==> src/rtl/core_pkg.sv <==
// Shared constants and types for the RV32I pipeline front end.
package core_pkg;

    localparam int unsigned XLEN = 32;

    localparam logic [XLEN-1:0] RESET_PC_DEFAULT = 32'h0000_0000;
    localparam logic [XLEN-1:0] NOP_INSTR_WORD   = 32'h0000_0013;

    typedef enum logic [1:0] {
        PC_SEQ,
        PC_HOLD,
        PC_REDIRECT
    } pc_sel_e;

    typedef struct packed {
        logic [XLEN-1:0] instr;
        logic [XLEN-1:0] pc;
        logic [XLEN-1:0] pcPlus4;
        logic            valid;
    } ifid_t;

    function automatic logic [XLEN-1:0] sat_inc(input logic [XLEN-1:0] v);
        return (v == {XLEN{1'b1}}) ? v : v + 1'b1;
    endfunction

endpackage

==> src/rtl/if_id_reg.sv <==
// Generic pipeline register with hold (stall) and bubble insertion (flush).
// Flush outranks stall; reset loads the bubble value.
module if_id_reg #(
    parameter int unsigned    W      = 32,
    parameter logic [W-1:0]   BUBBLE = '0
) (
    input  logic         clk,
    input  logic         rst_n,
    input  logic         stall_i,
    input  logic         flush_i,
    input  logic [W-1:0] d_i,
    output logic [W-1:0] q_o
);

    logic [W-1:0] stage_q;
    logic [W-1:0] stage_d;

    always_comb begin
        stage_d = stage_q;
        if (flush_i) begin
            stage_d = BUBBLE;
        end else if (!stall_i) begin
            stage_d = d_i;
        end
    end

    always_ff @(posedge clk or negedge rst_n) begin
        if (!rst_n) begin
            stage_q <= BUBBLE;
        end else begin
            stage_q <= stage_d;
        end
    end

    assign q_o = stage_q;

endmodule

==> src/rtl/fetch_if_id_stage.sv <==
// Fetch stage (PC register, +4 adder, next-PC mux) and IF/ID register of the RV32I core.
// Optional IF_PERF_CNT_EN adds saturating fetch/stall counters.
module fetch_if_id_stage
    import core_pkg::*;
#(
    parameter logic [XLEN-1:0] RESET_PC  = RESET_PC_DEFAULT,
    parameter logic [XLEN-1:0] NOP_INSTR = NOP_INSTR_WORD
) (
    input  logic            clk,
    input  logic            rst_n,
    input  logic            StallF,
    input  logic            StallD,
    input  logic            FlushD,
    input  logic            PCSrcE,
    input  logic [XLEN-1:0] PCTargetE,
    output logic [XLEN-1:0] imem_addr,
    input  logic [XLEN-1:0] imem_rdata,
    output logic [XLEN-1:0] PCF,
    output logic [XLEN-1:0] instrD,
    output logic [XLEN-1:0] PCD,
    output logic [XLEN-1:0] PCPlus4D,
    output logic            validD
`ifdef IF_PERF_CNT_EN
    ,
    output logic [XLEN-1:0] perf_fetched,
    output logic [XLEN-1:0] perf_stall
`endif
);

    localparam ifid_t BUBBLE_D = '{instr: NOP_INSTR, pc: '0, pcPlus4: '0, valid: 1'b0};

    logic [XLEN-1:0] pcF_q;
    logic [XLEN-1:0] pcF_d;
    logic [XLEN-1:0] pcPlus4F;
    pc_sel_e         pcSel;
    ifid_t           captureD;
    ifid_t           ifidQ;

    assign pcPlus4F = pcF_q + 32'd4;

    // A redirect outranks StallF so the wrong-path fetch is never held.
    always_comb begin
        if (PCSrcE) begin
            pcSel = PC_REDIRECT;
        end else if (StallF) begin
            pcSel = PC_HOLD;
        end else begin
            pcSel = PC_SEQ;
        end
    end

    always_comb begin
        pcF_d = pcPlus4F;
        case (pcSel)
            PC_REDIRECT: pcF_d = PCTargetE & ~32'd3;
            PC_HOLD:     pcF_d = pcF_q;
            default:     pcF_d = pcPlus4F;
        endcase
    end

    always_ff @(posedge clk or negedge rst_n) begin
        if (!rst_n) begin
            pcF_q <= RESET_PC;
        end else begin
            pcF_q <= pcF_d;
        end
    end

    assign PCF       = pcF_q;
    assign imem_addr = pcF_q;

    assign captureD = '{instr: imem_rdata, pc: pcF_q, pcPlus4: pcPlus4F, valid: 1'b1};

    if_id_reg #(
        .W      ($bits(ifid_t)),
        .BUBBLE (BUBBLE_D)
    ) u_if_id_reg (
        .clk     (clk),
        .rst_n   (rst_n),
        .stall_i (StallD),
        .flush_i (FlushD),
        .d_i     (captureD),
        .q_o     (ifidQ)
    );

    assign instrD   = ifidQ.instr;
    assign PCD      = ifidQ.pc;
    assign PCPlus4D = ifidQ.pcPlus4;
    assign validD   = ifidQ.valid;

`ifdef IF_PERF_CNT_EN
    logic [XLEN-1:0] perfFetched_q;
    logic [XLEN-1:0] perfFetched_d;
    logic [XLEN-1:0] perfStall_q;
    logic [XLEN-1:0] perfStall_d;

    // Stall cycles only count when no redirect overrides the PC hold.
    always_comb begin
        perfFetched_d = perfFetched_q;
        perfStall_d   = perfStall_q;
        if (!FlushD && !StallD) begin
            perfFetched_d = sat_inc(perfFetched_q);
        end
        if (StallF && !PCSrcE) begin
            perfStall_d = sat_inc(perfStall_q);
        end
    end

    always_ff @(posedge clk or negedge rst_n) begin
        if (!rst_n) begin
            perfFetched_q <= '0;
            perfStall_q   <= '0;
        end else begin
            perfFetched_q <= perfFetched_d;
            perfStall_q   <= perfStall_d;
        end
    end

    assign perf_fetched = perfFetched_q;
    assign perf_stall   = perfStall_q;
`endif

endmodule

==> config.mk <==
export PLATFORM = sky130hd
export DESIGN_NAME = fetch_if_id_stage
export DESIGN_NICKNAME = d
export VERILOG_FILES = /design/src/rtl/core_pkg.sv /design/src/rtl/if_id_reg.sv /design/src/rtl/fetch_if_id_stage.sv
export SDC_FILE = /design/constraint.sdc
export NUM_CORES = 1
export LEC_CHECK = 0
export CAP_MARGIN = 20
export CORE_MARGIN = 4
export CORE_UTILIZATION = 35
export CTS_CLUSTER_SIZE = 30
export DETAILED_ROUTE_END_ITERATION = 8
export GPL_ROUTABILITY_DRIVEN = 0
export PLACE_DENSITY = 0.68
export SYNTH_ARGS = -nofsm -noshare
export SYNTH_HDL_FRONTEND = slang
export SYNTH_SLANG_ARGS = --single-unit
==> constraint.sdc <==
create_clock -name clk -period 2.03 [get_ports clk]
set_input_delay 0.203 -clock clk [delete_from_list [all_inputs] [get_ports clk]]
set_output_delay 0.203 -clock clk [all_outputs]
set_load 0.01 [all_outputs]
==> out/metrics.cfg, run 1 <==
[logic_synthesis]
avgSynthCellArea_um2 = 9.67
syn_inst = 654
ys_top_cells_by_count = dfrtp_1 (121), nor2_1 (92), mux2i_1 (58), nand2_1 (45), buf_4 (38)
synthArstFlopShare = 1.00
yosys-top-cells-area = dfrtp_1 (48%), mux2i_1 (9.2%), nor2_1 (5.5%)
synth-edff-count = 0
ys_types = 52
ys_seq_area_frac = 0.491
ys_ff_latch = 124
netlist_area_mm2 = 0.00632
ys.flop_type = dfrtp_1
yosys.cell_count.top_type = dfrtp_1
yosysWarnings = 0
synth_top_area_cell = dfrtp_1
synth_top_area_share = 0.479

[timing]
fmax_mhz = 497
layout_min_cycle_time_ps = 2010
tns_ps = 0
rsz0062_at_grt = true
maxSlewViolCount = 0
timing.hold.ws_ps = 198
worstMarginPinSlew_ps = 606
skew_ps = 10.1
hold_viol = 0
slew_headroom = 0.596
period_share = 0.990
setup_viol_count_final = 0

[grt]
grt_max_degree = 94
antenna_found_initial = 0
gr-usage-all-layers = 0.196
grt_pass1_wl_um = 31000
gr-total-overflow = 0
grt_pass1_vias = 5614

[clocking]
numCtsBuffers = 17
clkSlewWorstSetupHoldPaths_ps = 60
tritoncts = done
insertion_delay_ps = 420
cts-htree-levels = 4
cts_root_buf = clkbuf_16
clk_path_buf_depth = 2
clkSinkCount = 124

[critical_path]
crit_arrival_ps = 2360
rr_worst_depth = 5
r2r_start = PCF[7]$_DFFE_PN0P_
crit_path_end_kind = register
rr_endpoint = PCF[28]$_DFFE_PN0P_
max_stage_delay_ps = 610
crit_type = register to register
critical_path.max_fanout = 6
crit_chain = nand4_1 > or4_4 > buf_4 > or4_1 > nand3_1
crit_path_start_kind = register
crit_slowest_cell = or4_4
r2r_slack_ps = 20
cp_data_required_time_ps = 2380
crit_path_start = PCF[7]$_DFFE_PN0P_

[drt]
wirelength_um = 20000
wl_per_cell_um = 17.8
drtIter0Drc = 385
detail-route-antenna-nets = 0
via_count = 5721
via_per_inst = 5.10
route.detailed.drc = 0
firstDrtPassIters = 5

[die]
core-area_mm2 = 0.0175
fp-row-count = 48
die-height_um = 142
io-pin-count = 231
initial_core_util = 0.362
fp.dieArea_mm2 = 0.0203
die_width_um = 142

[worst_hold_path]
hold_path.class = primary input to asynchronous set/reset pin

[final_layout]
area_growth_pct = 54.2
layout-drive-gt1-share = 0.154
nets = 955
final_cell_area_mm2 = 0.00974
n_antenna_cell = 0

[status]
status = finished clean

[place]
hpwl_um = 14200
port_buffers = 224
dpl-instance-area_mm2 = 0.00894

[pwr]
power_density_mw_per_mm2 = 790
p_leak_nw = 4.14
irDropWorstVdd_uv = 688
finalPower_mw = 7.70

[flow_run]
maxCapViolCount = 0

## how the worst max path moves through the flow
stage	slack, ps	to
after floorplan	-40	PCF[24]$_DFFE_PN0P_
after global placement	-40	u_if_id_reg.q_o[25]$_DFFE_PN0P_
after detailed placement	-110	u_if_id_reg.q_o[30]$_DFFE_PN0P_
after CTS	4	u_if_id_reg.q_o[25]$_DFFE_PN0P_
after global routing	-50	PCF[28]$_DFFE_PN0P_
final	20	PCF[28]$_DFFE_PN0P_
## cell type report
| cell class | instances | area [um2] |
|---|---|---|
| repair buffers | 304 | 2900 |
| clock buffers | 18 | 439 |
| fillers | 1519 | 7730 |
| flip-flops and latches | 124 | 3110 |
| inverters | 14 | 52.6 |
| clock inverters | 14 | 194 |
| multi-input cells | 423 | 2770 |
| well taps | 225 | 282 |
## layer usage
metal,part of all wire,up-vias,track usage
li1,-,2740,-
met1,0.42,2736,0.255
met2,0.47,221,0.306
met3,0.093,24,0.0699
met4,0.017,0,0.0650
met5,0,-,0
## cells by family (layout without fill, tap and decap cells)
group,count (synthesis),in the layout,synth area share
compound gates,100,100,0.109
xor+xnor,19,19,0.0263
fa+ha+maj,1,1,0.00198
buf+inv,110,350,0.0907
flops,124,124,0.491
mux,58,58,0.0918
other cells,1,4,0.000593
simple gates,241,241,0.188
## cell usage in the layout, fill, tap and decap left out, types with 11 or more instances in the layout
master / count
inv_1: 13
mux2i_1: 58
xnor2_1: 13
clkbuf_16: 17
o21ai_0: 27
a211oi_1: 12
nand4_1: 13
a31oi_1: 11
nor2_1: 92
clkdlybuf4s50_1: 221
nand2_1: 45
or3_1: 16
buf_4: 75
nor3_1: 15
dfrtp_1: 117
## where the power goes
group,internal (mW),switching [mW]
Clock,2.09,1.17
Combinational,0.866,0.773
Sequential,2.66,0.142
Total,5.62,2.08
## per-stage QoR
stage	instances	worst slack [ps]	util
final	1122	19.7	0.558
after detailed placement	1081	-112	0.511
after global placement	1081	-39.8	0.511
after floorplan	657	-44.9	-
after CTS	1119	4.36	0.553
after global routing	1122	-47.9	0.558
## what timing repair did
action                     in CTS  in global routing
resized for setup               8                 16
setup endpoints to repair      10                 22
hold buffers                    1                  0
cloned                          1                  0
buffers inserted                4                  4
pin swaps                       5                 10
hold endpoints to repair       68                  0
## critical path, delay by kind of cell (launching register included)
kind | cells | cell delay, ps
buffers and inverters | 1 | 170
DFF | 1 | 420
and+or+nand+nor | 4 | 1350
## sequential cells by signal (all words and copies together) (netlist names)
| register | cells |
|---|---|
| PCF | 30 |
| u_if_id_reg.q_o | 94 |
No activity file was read; power rests on OpenSTA's default activity.
==> inputs of run 2 (changes only) <==
CAP_MARGIN = unset   (was 20)
==> results of run 2 <==
Final layout, timing and power as in run 1 (identical DEF).
==> inputs of run 3 (changes only) <==
CORE_UTILIZATION = 41   (was 35)
PLACE_DENSITY = 0.78   (was 0.68)
==> out/metrics.cfg, run 3 (synthesis gave the netlist of run 1 again) <==
[critical_path]
critical_path.max_fanout = 8  ; was 6
crit_chain = nand4_1 > or4_4 > buf_4 > o311a_1 > a221o_1  ; was nand4_1 > or4_4 > buf_4 > or4_1 > nand3_1
cp_data_required_time_ps = 2330  ; was 2380 ps
cp.buffers_inverters = 1  ; unchanged
path_delay_family = simple AND/OR/NAND/NOR gates  ; unchanged
crit_arrival_ps = 2280  ; was 2360 ps
crit_type = register to register  ; unchanged
max_stage_delay_ps = 580  ; was 610 ps
crit_slowest_cell = or4_4  ; unchanged
crit_path_start_kind = register  ; unchanged
crit_path_end_kind = register  ; unchanged

[drt]
wl_per_cell_um = 18.3  ; was 17.8 um
route.detailed.drc = 0  ; unchanged
detail-route-antenna-nets = 0  ; unchanged
wirelength_um = 19700  ; was 20000 um
firstDrtPassIters = 5  ; unchanged
drtIter0Drc = 480  ; was 385
via_count = 5807  ; was 5721
via_per_inst = 5.40  ; was 5.10

[clocking]
tritoncts = done  ; unchanged
insertion_delay_ps = 420  ; about the same
clkSlewWorstSetupHoldPaths_ps = 60  ; about the same
clkSinkCount = 124  ; unchanged
clk_path_buf_depth = 2  ; unchanged
cts-htree-levels = 4  ; unchanged
numCtsBuffers = 17  ; unchanged
cts_root_buf = clkbuf_16  ; unchanged

[grt]
gr-usage-all-layers = 0.220  ; was 0.196
grt_max_degree = 94  ; unchanged
grt_pass1_vias = 5736  ; was 5614
antenna_found_initial = 0  ; unchanged
grt_pass1_wl_um = 30900  ; was 31000 um
gr-total-overflow = 0  ; unchanged

[final_layout]
nets = 946  ; was 955
area_growth_pct = 51.8  ; was 54.2%
largest_reg_flops = 94  ; unchanged
final_common_cell = clkdlybuf4s50_1  ; unchanged
layout-drive-gt1-share = 0.146  ; was 0.154
layout_common_cells = clkdlybuf4s50_1 (221), dfrtp_1 (116), nor2_1 (92), buf_4 (69), mux2i_1 (58)  ; was clkdlybuf4s50_1 (221), dfrtp_1 (117), nor2_1 (92), buf_4 (75), mux2i_1 (58)
n_antenna_cell = 0  ; unchanged

[timing]
period_share = 0.974  ; was 0.990
skew_ps = 7.71  ; was 10.1 ps
slew_headroom = 0.489  ; was 0.596
fmax_mhz = 506  ; was 497 MHz
layout_min_cycle_time_ps = 1980  ; was 2010 ps
setup_viol_count_final = 0  ; unchanged
hold_viol = 0  ; unchanged
maxSlewViolCount = 0  ; unchanged
rsz0062_at_grt = true  ; unchanged
postLayoutSetupSlackWorst_ps = 52.0  ; was 19.7 ps
worstMarginPinSlew_ps = 766  ; was 606 ps

[place]
port_buffers = 224  ; unchanged
hpwl_um = 13900  ; was 14200 um
dp_worst_setup_slack_ps = -88.8  ; was -112 ps

[pwr]
irDropWorstVdd_uv = 521  ; was 688 uV
finalPower_mw = 7.69  ; was 7.70 mW
power_density_mw_per_mm2 = 802  ; was 790 mW/mm2
p_leak_nw = 4.05  ; was 4.14 nW

[die]
core-area_mm2 = 0.0151  ; was 0.0175 mm2
die_width_um = 132  ; was 142 um
die-height_um = 132  ; was 142 um
io-pin-count = 231  ; unchanged
fp.dieArea_mm2 = 0.0175  ; was 0.0203 mm2
initial_core_util = 0.417  ; was 0.362
fp-row-count = 45  ; was 48

[worst_hold_path]
hold_path.class = primary input to asynchronous set/reset pin  ; unchanged

[status]
status = finished clean  ; unchanged

[flow_run]
maxCapViolCount = 0  ; unchanged

## run 3: cell types whose count changed in the layout (fill, tap and decap cells not counted), sizes merged
cell	delta
buf	-9
clkinv	-1
clkinvlp	+2
inv	-1
## run 3: cell type report
type	count	area [um2]
clock inverters	14	195
multi-input cells	423	2750
fillers	1199	5550
flip-flops and latches	124	3110
inverters	14	52.6
repair buffers	295	2810
well taps	188	235
clock buffers	18	439
## run 3: worst paths after layout
path / end / start / cells past startpoint / slack, ps
max: PCF[20]$_DFFE_PN0P_ / PCF[7]$_DFFE_PN0P_ / 5 / 50
min: u_if_id_reg.q_o[71]$_DFFE_PN0P_ / rst_n / 2 / 260
max reg2reg: PCF[20]$_DFFE_PN0P_ / PCF[7]$_DFFE_PN0P_ / 5 / 50
min reg2reg: u_if_id_reg.q_o[0]$_DFFE_PN0P_ / u_if_id_reg.q_o[0]$_DFFE_PN0P_ / 2 / 520
max in group asynchronous: u_if_id_reg.q_o[9]$_DFFE_PN0P_ / rst_n / 3 / 1090
min in group clk: u_if_id_reg.q_o[80]$_DFFE_PN0P_ / FlushD / 2 / 340
## run 3: worst reg2reg max path, stage by stage (launching register included)
cell     delay [ps]
dfrtp_1         410
nand4_1         150
or4_4           580
buf_4           180
o311a_1         280
a221o_1         260
## run 3: timing repair
| item | 4_1_cts | 5_1_grt |
|---|---|---|
| pin swaps | 1 | 3 |
| gates resized for setup | 4 | 16 |
| hold endpoints to repair | 38 | 0 |
| buffers inserted | 1 | 2 |
| setup endpoints to repair | 10 | 19 |
| hold buffers | 1 | 0 |
## run 3: layer usage
layer  global-route usage  wire length, um  vias to the layer above
li1                     -                -                     2735
met1                0.280             8190                     2820
met2                0.359             9580                      230
met3               0.0782             1660                       22
met4               0.0583              236                        0
met5                    0                0                        -
## run 3: power by group
part           switching (mW)  leakage, nW  internal, mW
clock network            1.17        0.298          2.09
logic                   0.774         2.18         0.859
registers               0.143         1.58          2.66
total                    2.09         4.05          5.61
## run 3: stage by stage
| stage | util | std cells | setup TNS, ps | hold WS, ps | instance area [um2] |
|---|---|---|---|---|---|
| final | 0.634 | 1076 | 0 | 255 | 9600 |
| after detailed placement | 0.584 | 1040 | -367 | 138 | 8850 |
| after floorplan | - | 657 | -110 | -92.6 | 6410 |
| after global routing | 0.634 | 1076 | -136 | 274 | 9600 |
| after CTS | 0.628 | 1074 | 0 | 266 | 9510 |
| after global placement | 0.584 | 1040 | -64.8 | 137 | 8850 |
